File: config.mk
export PLATFORM = sky130hd
export DESIGN_NAME = axi4_lite_checker_ts_fifo
export DESIGN_NICKNAME = d
export VERILOG_FILES = /design/src/rtl/axi4_lite_checker_ts_fifo.sv
export SDC_FILE = /design/constraint.sdc
export NUM_CORES = 1
export LEC_CHECK = 0
export BUFFER_PORTS_ARGS = -buffer_cell sky130_fd_sc_hd__buf_2
export CAP_MARGIN = 20
export CORE_MARGIN = 8
export CORE_UTILIZATION = 50
export CTS_BUF_LIST = sky130_fd_sc_hd__clkbuf_4
export CTS_CLUSTER_SIZE = 10
export DETAILED_ROUTE_END_ITERATION = 6
export PLACE_DENSITY = 0.74
export SETUP_SLACK_MARGIN = 0.2
export SYNTH_ARGS = -nofsm -noshare
export SYNTH_HDL_FRONTEND = slang
export SYNTH_SLANG_ARGS = --single-unit
File: constraint.sdc
create_clock -name clk -period 1.6 [get_ports clk]
set_input_delay 0.08 -clock clk [delete_from_list [all_inputs] [get_ports clk]]
set_output_delay 0.08 -clock clk [all_outputs]
set_load 0.05 [all_outputs]
File: src/rtl/axi4_lite_checker_ts_fifo.sv
// ============================================================================
// Module  : axi4_lite_checker_ts_fifo
// Brief   : Small FIFO holding AR-acceptance timestamps; supports push and pop
//           in the same cycle even when full.
// Rev     : 1.0
// ============================================================================
`timescale 1ns/1ps
`default_nettype none

module axi4_lite_checker_ts_fifo #(
    parameter int DEPTH   = 4,
    parameter int WIDTH   = 8,
    parameter int COUNT_W = $clog2(DEPTH + 1)
) (
    input  logic               clk,
    input  logic               rst,
    input  logic               i_push,
    input  logic               i_pop,
    input  logic [WIDTH-1:0]   i_din,
    output logic [WIDTH-1:0]   o_head,
    output logic               o_full,
    output logic               o_empty,
    output logic [COUNT_W-1:0] o_count
);

    localparam int PTR_W = (DEPTH > 1) ? $clog2(DEPTH) : 1;

    logic [WIDTH-1:0]   r_mem [DEPTH];
    logic [PTR_W-1:0]   r_wptr;
    logic [PTR_W-1:0]   r_rptr;
    logic [COUNT_W-1:0] r_count;
    logic               w_push;
    logic               w_pop;

    assign o_full  = (r_count == COUNT_W'(DEPTH));
    assign o_empty = (r_count == '0);
    assign o_count = r_count;
    assign o_head  = r_mem[r_rptr];

    // A push into a full FIFO is legal only when the head leaves the same cycle.
    assign w_pop  = i_pop && !o_empty;
    assign w_push = i_push && (!o_full || w_pop);

    always_ff @(posedge clk) begin
        if (w_push) r_mem[r_wptr] <= i_din;
    end

    always_ff @(posedge clk) begin
        if (rst) begin
            r_wptr  <= '0;
            r_rptr  <= '0;
            r_count <= '0;
        end else begin
            if (w_push) r_wptr <= (r_wptr == PTR_W'(DEPTH - 1)) ? '0 : r_wptr + 1'b1;
            if (w_pop)  r_rptr <= (r_rptr == PTR_W'(DEPTH - 1)) ? '0 : r_rptr + 1'b1;
            case ({w_push, w_pop})
                2'b10:   r_count <= r_count + 1'b1;
                2'b01:   r_count <= r_count - 1'b1;
                default: r_count <= r_count;
            endcase
        end
    end

endmodule

`default_nettype wire

== Yosys cells after proc, flatten, opt, wreduce, memory -nomap -nowiden ==
Memories as Yosys holds them, arrays and structs flattened. A register that Yosys moved wholly into a read port is not among the register bits.
Cells that the tools add are included.

* Bits in registers: 7
* Bits in writable memories: 32
* Output and inout port bits: 13
* Memories kept: 1

* Add/sub/neg operators: 4
* Equal/unequal tests: 5
* Mux-type cells: 7
* Reductions and logical operators: 7

{| class="wikitable"
|+ Memories
! memory !! depth !! bits a word !! rd ports !! clocked after memory_dff !! wr ports !! RTL line !! text
|-
| r_mem || 4 || 8 || 1 || 1 || 1 || 28 || <nowiki>logic [WIDTH-1:0] r_mem [DEPTH];</nowiki>
|}

{| class="wikitable"
|+ Operators with widths
! cell !! count
|-
| two-way mux 2 bit || 4
|-
| == test 2 bit, second input constant || 3
|-
| one-hot mux 3 bit (2 select lines) || 1
|-
| adder 2 x 1 -> 2 bit, second input constant || 2
|-
| adder 3 x 1 -> 3 bit, second input constant || 1
|-
| == test 3 bit, second input constant || 1
|-
| zero test 3 bit || 1
|-
| subtractor 3 x 1 -> 3 bit, second input constant || 1
|-
| == test 2 x 1 -> 1 bit, second input constant || 1
|-
| logical AND 1 bit || 2
|-
| zero test 1 bit || 2
|-
| two-way mux 1 bit || 2
|-
| nonzero test 2 bit || 1
|-
| logical OR 1 bit || 1
|}

== Longest topological paths before layout ==
* Word-level depth: 7
* Depth in mapped cells: 7

== Least setup slack after synthesis ==
Ideal clock, no wire load.

* Path kind: reg-to-reg
* Start point: reg r_count[2] (netlist: o_count[2])
* End point: reg r_count[2] (netlist: o_count[2])
* Library setup time: 0.133 ns
* Data arrival time: 2.039 ns
* Required time: 1.467 ns
* Setup slack: -0.573 ns
* Cell stages (with the launch flop): 8
* Cell sequence: dfxtp_1 -> buf_2 -> o31ai_1 -> or2_2 -> fa_1 -> nand2b_1 -> o211ai_1 -> a31oi_1

* Word-level cells in the longest chain between the ends: 7

{| class="wikitable"
|+ RTL lines
! element !! RTL line !! text
|-
| start, declared || 31 || <nowiki>logic [COUNT_W-1:0] r_count;</nowiki>
|-
| start signal, assigned || 57 || <nowiki>2'b10: r_count <= r_count + 1'b1;</nowiki>
|-
| start signal, assigned || 58 || <nowiki>2'b01: r_count <= r_count - 1'b1;</nowiki>
|-
| start signal, assigned || 59 || <nowiki>default: r_count <= r_count;</nowiki>
|-
| zero test 3 bit || 36 || <nowiki>assign o_empty = (r_count == '0);</nowiki>
|-
| zero test 1 bit || 41 || <nowiki>assign w_pop = i_pop && !o_empty;</nowiki>
|-
| logical AND 1 bit || 41 ||
|-
| logical OR 1 bit || 42 || <nowiki>assign w_push = i_push && (!o_full || w_pop);</nowiki>
|-
| logical AND 1 bit || 42 ||
|-
| == test 2 x 1 -> 1 bit or == test 2 bit (tied branches) || 56 || <nowiki>case ({w_push, w_pop})</nowiki>
|-
| one-hot mux 3 bit (2 select lines) or nonzero test 2 bit (tied branches) || -- ||
|}

Several ways; a longest one is shown, not always the timed one.
A chain may end at the register's enable or synchronous reset.

== Worst setup path after layout ==
Ends and elaborated chain as after synthesis.

==> out/results.txt <==
At the end of routability-driven placement, the weighted congestion stood at 0.8736. The startpoint type of the worst setup path is a flop. In this run the static leakage power is 0.0008467 µW.

Setup repair after global routing could not meet its margin everywhere. The floorplan has 21 rows. The run finished, with violations left. The die is 75 µm wide. The via count of the first global-routing pass is 1143. The library cells used most frequently in the layout, excluding fill and tap cells, are edfxtp_1 (32), buf_2 (14), buf_6 (11), buf_4 (9). The highest ir drop seen on vdd came out at 0.7967 mV. The worst setup path is of the reg -> reg kind. The share of cells above drive strength 1 is 48.03%. The critical path starts at o_count[2].

The slowest stage of the critical path belongs to the cell dfxtp_4. The largest single stage delay on the critical path is 0.39 ns. The number of antenna violations at the first check in global routing is 0. The starting density of the core is 52.16%, and the areal power density over the cells is 1277 nW/µm².

For this run, the total global-route usage over all layers was measured as 12.95%. The worst slew margin relative to its limit is 72.41%, and the clock latency at the later pin of the worst-skew pair is 0.34 ns. Mean post-synth cell area: 16.11 µm². For the wire length after detailed routing, the log shows 3413 µm. The worst register-to-register path begins at o_count[2]. Per report_power, the combinational group accounts for 28.4% of the total. Number of levels the H-tree was split into: 2.

The antenna diode count was 0. After detailed routing, the average wire length per cell comes to 17.24 µm. The final worst setup slack was -0.04218 ns; the die boundary height was 75 µm.

After technology mapping, the gate count stands at 108. Source of the worst hold timing path: rst. Clock tree synthesis inserted a total of 5 buffers. Leaving out fill and tap cells, the most frequent cell in the layout is edfxtp_1.

During placement, the flow inserted port buffers numbering 24. For this block, the initial DRC count from the detailed router was 47. The vias per cell was 5.293. For this run the aggregate overflow at the end of global routing stands at 0.

Setup violations remaining at the end of the flow were counted as 13. Clock-pin slew was measured on the worst setup and hold paths at 0.12 ns. The logs give 0 for the number of pins exceeding their max-slew limit in the final report and 25 for the I/O pin count. The share of the cycle needed by the critical path after routing was 102.6%. Relative to the synthesized area, the layout overhead comes to 32.64%.

Traced cell by cell, the critical path runs through o31ai_4, or2_4, fa_2, nand3b_1, or3_1, a31oi_1. In the final timing run, aggregate negative setup slack is -0.1082 ns. Clock skew on the completed layout was measured at 0.006109 ns. The data arrival time of the critical path is 1.92 ns, and the power spent charging and discharging nets is 868.6 µW. The floorplan step defined a die boundary enclosing 5625 µm². The wire length of the first global-routing pass came out at 5285 µm. Timing would allow up to 608.9 MHz. The logs give 1.87 ns for the required time at the worst-slack endpoint and 4 for the first-pass iteration count of the detailed router. The path class of the lowest-slack min-delay path was in -> reg. For the portion of total power attributed to sequential cells, the log shows 43.3%. The run gives 2308 µm² as the post-layout instance area. After the last flow step, the layout net total stands at 169.

In this run the deepest clock path goes through 2 buffers. The count of endpoints failing hold in the final timing report is 0. Internal power comes to 2078 µW. The routed via count was 1048. After synthesis the netlist holds a flip-flop and latch count of 41. The maximum number of pins on one net before global-route repair was 16. The capturing element type of the critical path is a flop. The run gives 0 as the number of antenna-violating nets in the routed design. The detailed-placement wirelength estimate is 2245 µm, and the reported max-cap violation count is 0. Post-synth net total: 126. The slew at the pin closest to its max-slew limit was 0.4133 ns; the post-synthesis sequential area ratio was 65.56%. Once placement finished, the instance area stood at 1951 µm².

The cell sitting at the root of the clock tree is a clkbuf_4. The count of synthesis-stage warnings from yosys was 0; the part of the total power dissipated in the clock network was 28.3%. The largest fanout on the critical path was 3; the clock sink count was 41. In this run the cell area of the synthesized design comes to 1740 µm².

The floorplan step defined a core boundary enclosing 3337 µm². Subtracting the final worst setup slack from the clock period gives 1.642 ns. After detailed routing, the number of remaining DRC violations is 0. In this run, distinct cell masters in the synthesized netlist total 36.

TritonCTS built the clock tree. The checks that failed: negative setup slack. The switching power share of the total was 29.48%.
-- path summary, 6_finish.rpt --
path / slack (ns) / cells past startpoint / to
max: -0.04 / 6 / o_count[2]
min: 0.02 / 2 / o_count[1]
max reg2reg: -0.04 / 6 / o_count[2]
min reg2reg: 0.51 / 2 / flop
-- power by group through the flow --
stage	Sequential [µW]	Clock (µW)	Combinational, µW
global route	1290	884	883
detailed placement	1310	0	658
CTS	1280	846	804
floorplan	1320	0	476
finish	1280	833	837
global placement	1300	0	637
-- cell usage after synthesis --
cell,number,area [µm²]
a21oi_1,3,15.01
a31oi_1,1,6.260
and2_1,1,6.260
and2_4,1,8.760
and3_1,1,6.260
and3_2,3,22.52
buf_1,2,7.510
buf_2,3,15.01
buf_6,1,11.26
clkbuf_1,2,7.510
dfxtp_1,9,180.2
edfxtp_1,32,960.9
fa_1,1,20.02
ha_1,5,62.56
inv_1,5,18.77
mux2i_1,1,10.01
mux4_2,8,180.2
nand2_1,2,7.510
nand2b_1,1,6.260
nand3_1,3,15.01
nand3b_1,1,7.510
nand4b_1,1,8.760
nor2_1,3,11.26
nor3_1,2,10.01
o2111ai_1,1,8.760
o211ai_1,2,15.01
o21ai_0,1,5.000
o21ba_2,1,10.01
o21bai_1,1,7.510
o31ai_1,1,7.510
o31ai_2,2,25.02
or2_2,2,12.51
or3_1,2,12.51
or4b_4,1,13.76
xnor2_1,1,8.760
xor2_1,1,8.760
-- sequential cells by signal, indices dropped and copies added, names as in the netlist, named ones only --
signal   count
o_count      3
r_mem       32
r_wptr       2
r_rptr       2
-- metrics by stage --
stage          utilization, %  worst slack, ns  cells  hold slack (ns)  power [µW]
2_1_floorplan               -          -0.1334    108           0.1789        1799
3_3_place_gp            58.46          0.05669    174           0.2903        1936
3_5_place_dp            58.46         -0.06774    174           0.2977        1964
4_1_cts                 68.09         -0.04404    196         0.009133        2926
5_1_grt                 69.18         -0.08238    198          0.03504        3053
6_report                69.18         -0.04218    198          0.02337        2947
-- worst max-delay path, delay by kind of cell, from the launching register on --
family	cells	cell delay (ns)
AO/OA/AOI/OAI	2	0.41
adder cells (fa/ha/maj)	1	0.19
flip-flops	1	0.39
AND/OR/NAND/NOR	3	0.59
-- routing by layer --
layer  wire (µm)  vias up  global-route usage [%]
met4          59        0                   6.304
met3         175        8                   3.329
li1            -      500                       -
met5           0        -                       0
met2        1873       22                   23.42
met1        1305      518                   13.50
-- what timing repair did --
| action | CTS | global route |
|---|---|---|
| buffers inserted | 6 | 2 |
| resized for setup | 29 | 5 |
| endpoints found under the hold margin | 32 | 0 |
| pin swaps | 5 | 3 |
| hold buffers | 8 | 0 |
| endpoints found under the setup margin | 46 | 46 |
-- kinds of logic (layout without fill, tap and decap cells) --
logic type	after synthesis	in the layout	synth area share, %
xor gates and xnor gates	2	2	1.007
adders and majority gates	6	6	4.745
AOI/OAI and AO/OA	13	13	5.751
and+or+nand+nor	24	24	8.555
DFF	41	41	65.56
muxes	9	9	10.93
buffers and inverters	13	57	3.451
-- cell type report --
type                       count  area [µm²]
tap                           46       57.56
inverter                       5       18.77
timing repair buffer          44       376.6
clock buffer                   5       37.54
fill                         232        1028
multi-input combinational     54       595.6
clock inverter                 3       68.82
sequential                    41        1154
Note: power is estimated with default switching activity, not from simulation.
